## src/rtl/mem_refill_arbiter_if.sv

```systemverilog
// mem_refill_arbiter_if: cache-side fill requests/responses and main-memory read port of the refill arbiter
interface mem_refill_arbiter_if #(
  parameter int ADDR_W = 4,
  parameter int DATA_W = 32
);
  logic load0, load1, doneLoading0, doneLoading1, memRead, memReady, busy, grant;
  logic [ADDR_W-1:0] loadIndex0, loadIndex1, memAddr;
  logic [2*DATA_W-1:0] dataFromMain0, dataFromMain1;
  logic [DATA_W-1:0] memData;
  modport slave (
    input load0, loadIndex0, load1, loadIndex1, memData, memReady,
    output dataFromMain0, doneLoading0, dataFromMain1, doneLoading1, memRead, memAddr, busy, grant
  );
  modport master (
    output load0, loadIndex0, load1, loadIndex1, memData, memReady,
    input dataFromMain0, doneLoading0, dataFromMain1, doneLoading1, memRead, memAddr, busy, grant
  );
endinterface

```

## src/rtl/mem_refill_arbiter.sv

```systemverilog
// mem_refill_arbiter: round-robin arbiter filling two-word cache lines for two ports from word-wide main memory
module mem_refill_arbiter #(
  parameter int ADDR_W = 4,
  parameter int DATA_W = 32
) (
  input logic clk,
  input logic reset,
  mem_refill_arbiter_if.slave bus
);
  typedef enum logic [1:0] {IDLE, RD0, RD1, DONE} state_t;
  state_t r_state, w_state;
  logic [ADDR_W-1:0] r_addr, w_addr;
  logic [DATA_W-1:0] r_lo, w_lo;
  logic [2*DATA_W-1:0] r_data0, w_data0, r_data1, w_data1;
  logic r_read, w_read, r_done0, w_done0, r_done1, w_done1;
  logic r_grant, w_grant, r_last, w_last, r_busy;
  logic w_rdy, w_win, w_load_g;
  assign w_rdy = bus.memReady & r_read;
  // on contention the port that was not served last wins
  assign w_win = (bus.load0 & bus.load1) ? ~r_last : bus.load1;
  assign w_load_g = r_grant ? bus.load1 : bus.load0;
  always_comb begin
    w_state = r_state;
    w_addr = r_addr;
    w_read = r_read;
    w_lo = r_lo;
    w_data0 = r_data0;
    w_data1 = r_data1;
    w_done0 = r_done0;
    w_done1 = r_done1;
    w_grant = r_grant;
    w_last = r_last;
    case (r_state)
      IDLE: if (bus.load0 || bus.load1) begin
        w_state = RD0;
        w_grant = w_win;
        w_last = w_win;
        w_addr = w_win ? bus.loadIndex1 : bus.loadIndex0;
        w_read = 1'b1;
      end
      RD0: if (w_rdy) begin
        w_lo = bus.memData;
        w_addr = r_addr + ADDR_W'(1);
        w_state = RD1;
      end
      RD1: if (w_rdy) begin
        w_read = 1'b0;
        w_state = DONE;
        w_data0 = r_grant ? r_data0 : {bus.memData, r_lo};
        w_data1 = r_grant ? {bus.memData, r_lo} : r_data1;
        w_done0 = ~r_grant;
        w_done1 = r_grant;
      end
      DONE: if (!w_load_g) begin
        w_state = IDLE;
        w_done0 = 1'b0;
        w_done1 = 1'b0;
      end
      default: w_state = IDLE;
    endcase
  end
  always_ff @(posedge clk or posedge reset) begin
    if (reset) begin
      r_state <= IDLE;
      r_addr <= '0;
      r_read <= 1'b0;
      r_lo <= '0;
      r_data0 <= '0;
      r_data1 <= '0;
      r_done0 <= 1'b0;
      r_done1 <= 1'b0;
      r_grant <= 1'b0;
      r_last <= 1'b1;
      r_busy <= 1'b0;
    end else begin
      r_state <= w_state;
      r_addr <= w_addr;
      r_read <= w_read;
      r_lo <= w_lo;
      r_data0 <= w_data0;
      r_data1 <= w_data1;
      r_done0 <= w_done0;
      r_done1 <= w_done1;
      r_grant <= w_grant;
      r_last <= w_last;
      r_busy <= w_state != IDLE;
    end
  end
  assign bus.memAddr = r_addr;
  assign bus.memRead = r_read;
  assign bus.dataFromMain0 = r_data0;
  assign bus.dataFromMain1 = r_data1;
  assign bus.doneLoading0 = r_done0;
  assign bus.doneLoading1 = r_done1;
  assign bus.grant = r_grant;
  assign bus.busy = r_busy;
endmodule

```

## src/flat_wrapper.sv

```systemverilog
// flat-port wrapper written by rule: the top's interface ports become plain ports
module mem_refill_arbiter_flat 
#(
  parameter int ADDR_W = 4,
  parameter int DATA_W = 32
)
  (clk, reset, bus_load0, bus_loadIndex0, bus_load1, bus_loadIndex1, bus_memData, bus_memReady, bus_dataFromMain0, bus_doneLoading0, bus_dataFromMain1, bus_doneLoading1, bus_memRead, bus_memAddr, bus_busy, bus_grant);
  mem_refill_arbiter_if #(.ADDR_W(ADDR_W), .DATA_W(DATA_W)) bus_i ();
  input logic clk;
  input logic reset;
  input wire logic [$bits(bus_i.load0)-1:0] bus_load0;
  input wire logic [$bits(bus_i.loadIndex0)-1:0] bus_loadIndex0;
  input wire logic [$bits(bus_i.load1)-1:0] bus_load1;
  input wire logic [$bits(bus_i.loadIndex1)-1:0] bus_loadIndex1;
  input wire logic [$bits(bus_i.memData)-1:0] bus_memData;
  input wire logic [$bits(bus_i.memReady)-1:0] bus_memReady;
  output wire logic [$bits(bus_i.dataFromMain0)-1:0] bus_dataFromMain0;
  output wire logic [$bits(bus_i.doneLoading0)-1:0] bus_doneLoading0;
  output wire logic [$bits(bus_i.dataFromMain1)-1:0] bus_dataFromMain1;
  output wire logic [$bits(bus_i.doneLoading1)-1:0] bus_doneLoading1;
  output wire logic [$bits(bus_i.memRead)-1:0] bus_memRead;
  output wire logic [$bits(bus_i.memAddr)-1:0] bus_memAddr;
  output wire logic [$bits(bus_i.busy)-1:0] bus_busy;
  output wire logic [$bits(bus_i.grant)-1:0] bus_grant;
  assign bus_i.load0 = bus_load0;
  assign bus_i.loadIndex0 = bus_loadIndex0;
  assign bus_i.load1 = bus_load1;
  assign bus_i.loadIndex1 = bus_loadIndex1;
  assign bus_i.memData = bus_memData;
  assign bus_i.memReady = bus_memReady;
  assign bus_dataFromMain0 = bus_i.dataFromMain0;
  assign bus_doneLoading0 = bus_i.doneLoading0;
  assign bus_dataFromMain1 = bus_i.dataFromMain1;
  assign bus_doneLoading1 = bus_i.doneLoading1;
  assign bus_memRead = bus_i.memRead;
  assign bus_memAddr = bus_i.memAddr;
  assign bus_busy = bus_i.busy;
  assign bus_grant = bus_i.grant;
  mem_refill_arbiter #(.ADDR_W(ADDR_W), .DATA_W(DATA_W)) u_core (.clk(clk), .reset(reset), .bus(bus_i));
endmodule
```

## config.mk

```make
export PLATFORM = sky130hd
export DESIGN_NAME = mem_refill_arbiter_flat
export DESIGN_NICKNAME = d
export VERILOG_FILES = /design/src/rtl/mem_refill_arbiter_if.sv /design/src/rtl/mem_refill_arbiter.sv /design/src/flat_wrapper.sv
export SDC_FILE = /design/constraint.sdc
export NUM_CORES = 1
export LEC_CHECK = 0
export ABC_CLOCK_PERIOD_IN_PS = 10900
export CAP_MARGIN = 20
export CORE_ASPECT_RATIO = 0.5
export CORE_MARGIN = 8
export CORE_UTILIZATION = 30
export CTS_BUF_LIST = sky130_fd_sc_hd__clkbuf_4
export CTS_CLUSTER_SIZE = 40
export DETAILED_ROUTE_END_ITERATION = 8
export PLACE_DENSITY_LB_ADDON = 0.25
export SLEW_MARGIN = 20
export SYNTH_ARGS = -nofsm -noshare
export SYNTH_HDL_FRONTEND = slang
export SYNTH_SLANG_ARGS = --single-unit
```

## constraint.sdc

```tcl
create_clock -name clk -period 10.9 [get_ports clk]
set_input_delay 2.18 -clock clk [delete_from_list [all_inputs] [get_ports clk]]
set_output_delay 2.18 -clock clk [all_outputs]
set_load 0.03 [all_outputs]
```

Word-level counts from Yosys, hierarchy flattened
Cells that the tools add are included.
{"block": "classes", "addsub": 1, "n_reduce_logical": 13, "n_eq_ne": 7, "n_bitwise": 4, "muxes": 19}
{"op": "$reduce_and 3->1", "count": 5}
{"op": "$mux 4", "count": 3}
{"op": "$mux 2", "count": 4}
{"op": "$pmux 2 s4", "count": 1}
{"op": "$pmux 4 s2", "count": 1}
{"op": "$reduce_bool 2->1", "count": 4}
{"op": "$mux 1", "count": 7}
{"op": "$ne 2x1->1 const B", "count": 3}
{"op": "$pmux 1 s2", "count": 3}
{"op": "$add 4x1->4 const B", "count": 1}
{"op": "$eq 2x2->1 const B", "count": 2}
{"op": "$reduce_and 2->1", "count": 2}
{"op": "$and 1x1->1", "count": 2}
{"op": "$eq 2x1->1 const B", "count": 1}
{"op": "$logic_not 2->1", "count": 1}
{"op": "$ne 2x2->1 const B", "count": 1}
{"op": "$not 1->1", "count": 2}
{"op": "$logic_or 1x1->1", "count": 1}
{"block": "totals", "in_bits": 45, "ff_bits": 172, "wordCells": 55, "output_inout_bits": 137}

Depth between registers and ports, before layout
Gate-level depths: netlist of the first run.
{"block": "depth", "word_depth": 5, "depth_mapped": 6, "depth_no_buf": 4}

Worst setup path after synthesis of the first run
No wires, ideal clock.
{"block": "synth_path", "path_type": "input port to flip-flop", "from": "input bus_load0", "to": "register u_core.r_addr[1], in the netlist u_core.bus.memAddr[1]", "required_time_ns": 10.775, "n_path_buf": 1, "path_slack_ns": 7.623, "stages": 4, "setup_time_ns": 0.125, "arrival_time_ns": 3.152, "path_cell_list": "clkbuf_1 nor3_1 a211oi_2 mux2_2"}
{"block": "synth_between", "elab_chain_cells": 5, "word_cells_on_any_way": 8, "classes_between": "eq/ne (1); mux (4); bitwise (1); reduce/logical (2)"}
{"item": "start: declaration", "line": "flat_wrapper.sv:11", "source": "input wire logic [$bits(bus_i.load0)-1:0] bus_load0;"}
{"item": "$and 1x1->1", "line": "mem_refill_arbiter.sv:20", "source": "assign w_win = (bus.load0 & bus.load1) ? ~r_last : bus.load1;"}
{"item": "$mux 1", "line": "mem_refill_arbiter.sv:20"}
{"item": "$mux 4", "line": "mem_refill_arbiter.sv:38", "source": "w_addr = w_win ? bus.loadIndex1 : bus.loadIndex0;"}
{"item": "$mux 4", "line": "mem_refill_arbiter.sv:34", "source": "IDLE: if (bus.load0 || bus.load1) begin"}
{"item": "$pmux 4 s2", "line": "mem_refill_arbiter.sv:33", "source": "case (r_state)"}
{"item": "end signal: assignment", "line": "mem_refill_arbiter.sv:77", "source": "r_addr <= w_addr;"}
{"item": "end: declaration", "line": "mem_refill_arbiter.sv:12", "source": "logic [ADDR_W-1:0] r_addr, w_addr;"}
Several ways; a longest one is shown, not always the timed one. The select of a mux whose other input is x is not followed.
A chain may end at the register's enable or synchronous reset.

Worst setup path after layout of the first run
{"block": "layout_path", "from": "register u_core.r_grant, in the netlist u_core.bus.grant", "to": "output bus_grant"}
{"item": "start: declaration", "line": "mem_refill_arbiter.sv:16", "source": "logic r_grant, w_grant, r_last, w_last, r_busy;"}
{"item": "start signal: assignment", "line": "mem_refill_arbiter.sv:84", "source": "r_grant <= w_grant;"}
{"item": "end: declaration", "line": "flat_wrapper.sv:24", "source": "output wire logic [$bits(bus_i.grant)-1:0] bus_grant;"}
No word-level cell between the ends.

==> flow_metrics.py, run 1 <==
metrics = {
    "power": {
        "swShare_pct": 40.3,
        "p_total_mw": 3.03,
        "ir_worst_vdd_v": 0.000122,
        "power.density_nw_per_um2": 330,
        "power.leakage_nw": 4.15,
        "switchingPower_mw": 1.22,
        "p_clk_share_pct": 10.9,
        "pwr-share-comb_pct": 51.4,
        "power_frac_seq_pct": 37.7,
        "p_int_mw": 1.81,
    },
    "finish": {
        "layout.nets": 640,
        "area_growth_pct": 34.1,
        "register_area_um2": 4310,
        "instances_no_fill": 915,
        "final_util_pct": 40.6,
        "fill_cells": 2122,
        "multi_input_area_um2": 2410,
        "drive_above_1_share_pct": 25.9,
    },
    "timing": {
        "holdWs_ns": 0.497,
        "post-route-min-period_ns": 4.08,
        "grt_setup_unrepaired": "false",
        "setup_violations": 0,
        "relSlewSlack_pct": 33.5,
        "finalHoldViolCount": 0,
        "fin_skew_ns": 0.0229,
        "fin_crit_sh_pct": 37.5,
        "worstMarginPinSlew_ns": 0.997,
        "max_clock_freq_mhz": 245,
        "slew_violations": 0,
        "finalSetupTns_ns": 0,
    },
    "critical_path": {
        "startpoint_type": "flop",
        "slowest_delay_ns": 0.74,
        "r2r_cells": 5,
        "crit_cells": 1,
        "path_buf_inv": 1,
        "worstSetupPathType": "flop to output pin",
        "crit_arrival_ns": 1.90,
        "crit_family": "buffers and inverters",
        "slowest_stage": "clkdlybuf4s50_1",
        "cp-end-kind": "output pin",
        "cp_cell_sequence": "clkdlybuf4s50_1",
        "required_ns": 8.72,
        "crit_fanout": 6,
    },
    "synth": {
        "synth_seq_cells": 172,
        "ys_seq_area_share_pct": 62.7,
        "yosysWarnings": 0,
        "synth_area_per_cell_um2": 16.7,
        "syn-num-nets": 456,
        "synthCells": 410,
        "synthesis.area_um2": 6860,
        "ys_types": 38,
    },
    "global_route": {
        "grt-ovfl-total": 0,
        "grt_pass1_wl_mm": 25.2,
        "grt_usage_pct": 11.6,
        "grt_pass1_vias": 4218,
        "antenna_found_initial": 1,
        "grt_max_degree": 121,
    },
    "clock_tree": {
        "clkLatencyLatePin_ns": 0.59,
        "cts_made_buffers": 17,
        "cts_tree": "built",
        "clockBufferDepth": 2,
        "postCtsResizedCells": 0,
        "clkTransAtPathRegs_ns": 0.14,
        "post_cts_buffers": 0,
        "htree_levels": 4,
        "holdBufCountCts": 0,
        "cts.sinks": 172,
        "root_buffer": "clkbuf_4",
    },
    "worst_hold_path": {
        "hp-class": "flop to flop",
        "hold_depth": 1,
    },
    "run_status": {
        "status": "finished clean",
    },
    "die": {
        "num_io_pins": 182,
        "die_h_um": 123,
        "dieArea_um2": 28300,
        "rows": 39,
        "die_w_um": 230,
        "start_util_pct": 30.3,
        "core_um2": 22600,
    },
    "drt": {
        "ant_nets": 0,
        "firstDrtPassIters": 4,
        "drt_iter0_markers": 201,
        "drc": 0,
        "wl_mm": 16.0,
        "vias": 3936,
        "wl_per_cell_um": 17.5,
        "vias_per_cell": 4.30,
    },
    "run": {
        "maxCapViolCount": 0,
    },
    "place": {
        "numPlacedInstances": 882,
        "port_buffers": 181,
        "dpl.hpwl_mm": 10.9,
        "gp_congestion": 0.739,
    },
}
sequential cells by signal, indices dropped and copies added (netlist names):
signal and count:
u_core.bus.dataFromMain0 64, u_core.bus.dataFromMain1 64, u_core.r_lo 32, u_core.bus.memAddr 4
u_core.r_state 2, u_core.bus.busy 1, u_core.bus.doneLoading0 1, u_core.bus.doneLoading1 1
u_core.bus.grant 1, u_core.bus.memRead 1, u_core.r_last 1
power groups by stage:
stage                     clock (mW)  sequential, mW  combinational, mW
after floorplan                    0            1.61              0.467
after global placement             0            1.15               1.58
after detailed placement           0            1.16               1.59
after CTS                      0.352            1.15               1.59
after global routing           0.381            1.19               1.64
final                          0.330            1.15               1.56
metal layers:
layer | global-route usage, % | wire length [µm] | vias up
li1 | - | - | 1831
met1 | 13.3 | 6430 | 2036
met2 | 20.4 | 8720 | 55
met3 | 4.19 | 622 | 14
met4 | 3.66 | 216 | 0
met5 | 0 | 0 | -
area by class of cell:
cell class	count	share of cell area, %
Clock inverter	14	1.14
Timing Repair Buffer	185	20.0
Multi-Input combinational cell	215	26.2
Inverter	3	0.204
Sequential cell	172	46.8
Clock buffer	18	1.47
Antenna cell	1	0.0272
Tap cell	307	4.18
through the flow:
stage	setup slack [ns]	area, µm²
2_1_floorplan	4.06	6860
3_3_place_gp	6.33	8950
3_5_place_dp	6.29	8950
4_1_cts	6.71	9200
5_1_grt	6.68	9200
6_report	6.82	9200
Yosys cell counts (all sizes together):
| cell type | instances | area (µm²) |
|---|---|---|
| xor2 | 1 | 8.76 |
| a21o | 1 | 7.51 |
| mux2i | 2 | 20.0 |
| a21oi | 6 | 30.0 |
| o21ai | 4 | 20.0 |
| a31oi | 1 | 6.26 |
| nor2 | 7 | 26.3 |
| a22o | 2 | 17.5 |
| nor3 | 2 | 15.0 |
| dfrtp | 171 | 4280 |
| buf | 19 | 148 |
| mux2 | 163 | 2060 |
| o22ai | 2 | 12.5 |
| a21boi | 1 | 11.3 |
| nand2b | 2 | 12.5 |
| a211oi | 1 | 12.5 |
| dfstp | 1 | 26.3 |
| inv | 3 | 11.3 |
| ha | 1 | 12.5 |
| and2 | 1 | 6.26 |
| a31o | 1 | 8.76 |
| o221a | 1 | 11.3 |
| nand2 | 8 | 32.5 |
| a311oi | 1 | 8.76 |
| nor4 | 1 | 12.5 |
| nand4 | 1 | 6.26 |
| nor2b | 1 | 6.26 |
| nand3 | 3 | 20.0 |
| a22oi | 1 | 7.51 |
| clkbuf | 1 | 3.75 |
cell usage in the layout (no fill, tap or decap), types with 4 or more instances in the layout:
cell type        instances
buf_4                    4
a21oi_1                  6
mux2_4                  60
mux2_2                  54
dfrtp_1                171
clkinv_1                 4
mux2_1                  49
nor2_1                   7
clkdlybuf4s50_1        181
clkbuf_4                18
nand2_1                  7
o21ai_0                  4
clkinv_2                 4
worst paths after layout:
| path | start | end | slack (ns) |
|---|---|---|---|
| worst min register to register | u_core.bus.dataFromMain0[8] | u_core.bus.dataFromMain0[8] | 0.50 |
| max in group asynchronous | reset | u_core.bus.dataFromMain0[30] | 7.54 |
| min in group asynchronous | reset | u_core.bus.dataFromMain1[46] | 2.16 |
| worst max register to register | u_core.r_state[1] | u_core.bus.dataFromMain1[61] | 8.47 |
| worst max-delay path | u_core.bus.grant | bus_grant | 6.82 |
| worst min-delay path | u_core.bus.dataFromMain0[8] | u_core.bus.dataFromMain0[8] | 0.50 |
cell families after synthesis:
kind of cell / Yosys count / share of synthesized area (%)
buf+inv: 23 / 2.37
simple gates: 26 / 2.01
flops: 172 / 62.7
xor+xnor: 1 / 0.128
compound gates: 22 / 2.24
fa+ha+maj: 1 / 0.182
mux: 165 / 30.3
No activity file was read; power rests on OpenSTA's default activity.
==> inputs of run 2 (changes only) <==
--- a/config.mk
+++ b/config.mk
@@ -5,7 +5,7 @@
 export SDC_FILE = /design/constraint.sdc
 export NUM_CORES = 1
 export LEC_CHECK = 0
-export ABC_CLOCK_PERIOD_IN_PS = 10900
+export ABC_CLOCK_PERIOD_IN_PS = 4000
 export CAP_MARGIN = 20
 export CORE_ASPECT_RATIO = 0.5
 export CORE_MARGIN = 8
==> constraint.sdc (replaced) <==
create_clock -name clk -period 4 [get_ports clk]
set_input_delay 0.8 -clock clk [delete_from_list [all_inputs] [get_ports clk]]
set_output_delay 0.8 -clock clk [all_outputs]
set_load 0.03 [all_outputs]
==> run 2 against run 1 <==
  * Via count is 0.36% higher
  * Final cell count increased by 0.55%
  * Routed wire length rose by 2.9%
  * Utilization grew 0.41 points
  * Critical endpoint unchanged
==> flow_metrics.py, run 2 (synthesis results as in run 1) <==
metrics = {
    "global_route": {
        "grt_usage_pct": 11.9,
        "grt-ovfl-total": 0,
        "grt_pass1_wl_mm": 26.0,
        "antenna_found_initial": 1,
        "grt_pass1_vias": 4371,
        "grt_max_degree": 105,
    },
    "timing": {
        "relSlewSlack_pct": 47.2,
        "fin_crit_sh_pct": 67.4,
        "grt_setup_unrepaired": "false",
        "finalHoldViolCount": 0,
        "worstMarginPinSlew_ns": 0.793,
        "finalSetupTns_ns": 0,
        "setup_violations": 0,
        "fin_skew_ns": 0.0161,
        "post-route-min-period_ns": 2.70,
        "slew_violations": 0,
        "max_clock_freq_mhz": 371,
    },
    "clock_tree": {
        "post_cts_buffers": 0,
        "clkLatencyLatePin_ns": 0.58,
        "clkTransAtPathRegs_ns": 0.14,
        "htree_levels": 4,
        "postCtsResizedCells": 0,
        "cts.sinks": 172,
        "holdBufCountCts": 0,
        "cts_tree": "built",
        "clockBufferDepth": 2,
        "cts_made_buffers": 17,
        "root_buffer": "clkbuf_4",
    },
    "critical_path": {
        "cp-startpoint": "u_core.bus.grant",
        "crit_family": "buffers and inverters",
        "slowest_delay_ns": 0.75,
        "required_ns": 3.20,
        "rrSetupSlack_ns": 1.70,
        "cp-endpoint": "bus_grant",
        "r2r-start": "u_core.r_state[0]",
        "r2r-end": "u_core.r_lo[8]",
        "r2r_cells": 4,
        "worstSetupPathType": "flop to output pin",
        "crit_cells": 1,
        "cp-end-kind": "output pin",
        "startpoint_type": "flop",
        "slowest_stage": "clkdlybuf4s50_1",
        "crit_arrival_ns": 1.90,
        "path_buf_inv": 1,
        "crit_fanout": 6,
        "cp_cell_sequence": "clkdlybuf4s50_1",
    },
    "die": {
        "die_h_um": 123,
        "core_um2": 22600,
        "start_util_pct": 30.3,
        "num_io_pins": 182,
        "dieArea_um2": 28300,
        "die_w_um": 230,
        "rows": 39,
    },
    "drt": {
        "ant_nets": 0,
        "wl_per_cell_um": 17.9,
        "vias_per_cell": 4.29,
        "wl_mm": 16.4,
        "vias": 3950,
        "firstDrtPassIters": 4,
        "drc": 0,
        "drt_iter0_markers": 192,
    },
    "finish": {
        "multi_input_area_um2": 2410,
        "register_area_um2": 4310,
        "layout_commonest_cell": "clkdlybuf4s50_1",
        "fill_cells": 2135,
        "layout.cells.most_common_list": "clkdlybuf4s50_1 (181), dfrtp_1 (171), mux2_4 (60), mux2_2 (54), mux2_1 (49)",
        "drive_above_1_share_pct": 26.5,
        "layout.nets": 644,
        "area_growth_pct": 35.4,
    },
    "power": {
        "p_total_mw": 8.44,
        "power.density_nw_per_um2": 908,
        "ir_worst_vdd_v": 0.000302,
        "power.leakage_nw": 4.19,
    },
    "place": {
        "port_buffers": 181,
        "gp_congestion": 0.726,
        "dpl.hpwl_mm": 11.6,
    },
    "run": {
        "maxCapViolCount": 0,
    },
    "run_status": {
        "status": "finished clean",
    },
    "worst_hold_path": {
        "hp-class": "input port to async pin",
    },
}
run 2: cell types whose count changed in the layout (fill, tap and decap cells not counted):
cell | previous run | this run
inv_8 | 1 | 0
bufinv_16 | 1 | 3
clkinv_1 | 4 | 3
inv_6 | 0 | 1
buf_12 | 0 | 1
buf_4 | 4 | 7
clkinv_2 | 4 | 3
clkinv_4 | 2 | 1
clkbuf_4 | 18 | 19
diode_2 | 1 | 2
run 2: through the flow:
| stage | area (µm²) | util [%] | hold slack (ns) | setup slack [ns] | cells |
|---|---|---|---|---|---|
| detailed placement | 9000 | 39.7 | 0.474 | 1.03 | 886 |
| global placement | 9000 | 39.7 | 0.463 | 1.06 | 886 |
| finish | 9290 | 41.0 | 0.468 | 1.30 | 920 |
| global route | 9290 | 41.0 | 0.423 | 1.22 | 919 |
| floorplan | 6870 | - | 0.481 | 1.00 | 410 |
| CTS | 9290 | 41.0 | 0.387 | 1.23 | 918 |
run 2: worst min-delay path by stage:
stage	start	endpoint	slack, ns	cells past startpoint
finish	reset	u_core.bus.dataFromMain0[2]	0.47	2
CTS	reset	u_core.bus.dataFromMain0[4]	0.39	2
global placement	u_core.bus.doneLoading0	u_core.bus.doneLoading0	0.46	1
detailed placement	u_core.bus.dataFromMain0[39]	u_core.bus.dataFromMain0[39]	0.47	1
floorplan	u_core.r_lo[0]	u_core.bus.dataFromMain0[0]	0.48	1
global route	reset	u_core.bus.dataFromMain0[2]	0.42	2
run 2: per-layer routing:
metal  GRT usage (%)  share of wire (%)  up-vias
li1                -                  -     1829
met1            13.9                 42     2055
met2            21.0                 54       53
met3            3.34                3.3       13
met4            4.02                1.2        0
met5               0                  0        -
run 2: report_power, final:
group	total [mW]	internal, mW	switching [mW]
clock	1.05	0.440	0.607
sequential	3.14	2.59	0.558
combinational	4.25	2.05	2.20
run 2: layout make-up:
type / count / area share (%)
clock inverters: 13 / 1.60
flip-flops and latches: 172 / 46.3
well taps: 307 / 4.13
repair buffers: 189 / 20.3
inverters: 3 / 0.162
clock buffers: 19 / 1.53
diodes: 2 / 0.0539
multi-input cells: 215 / 25.9
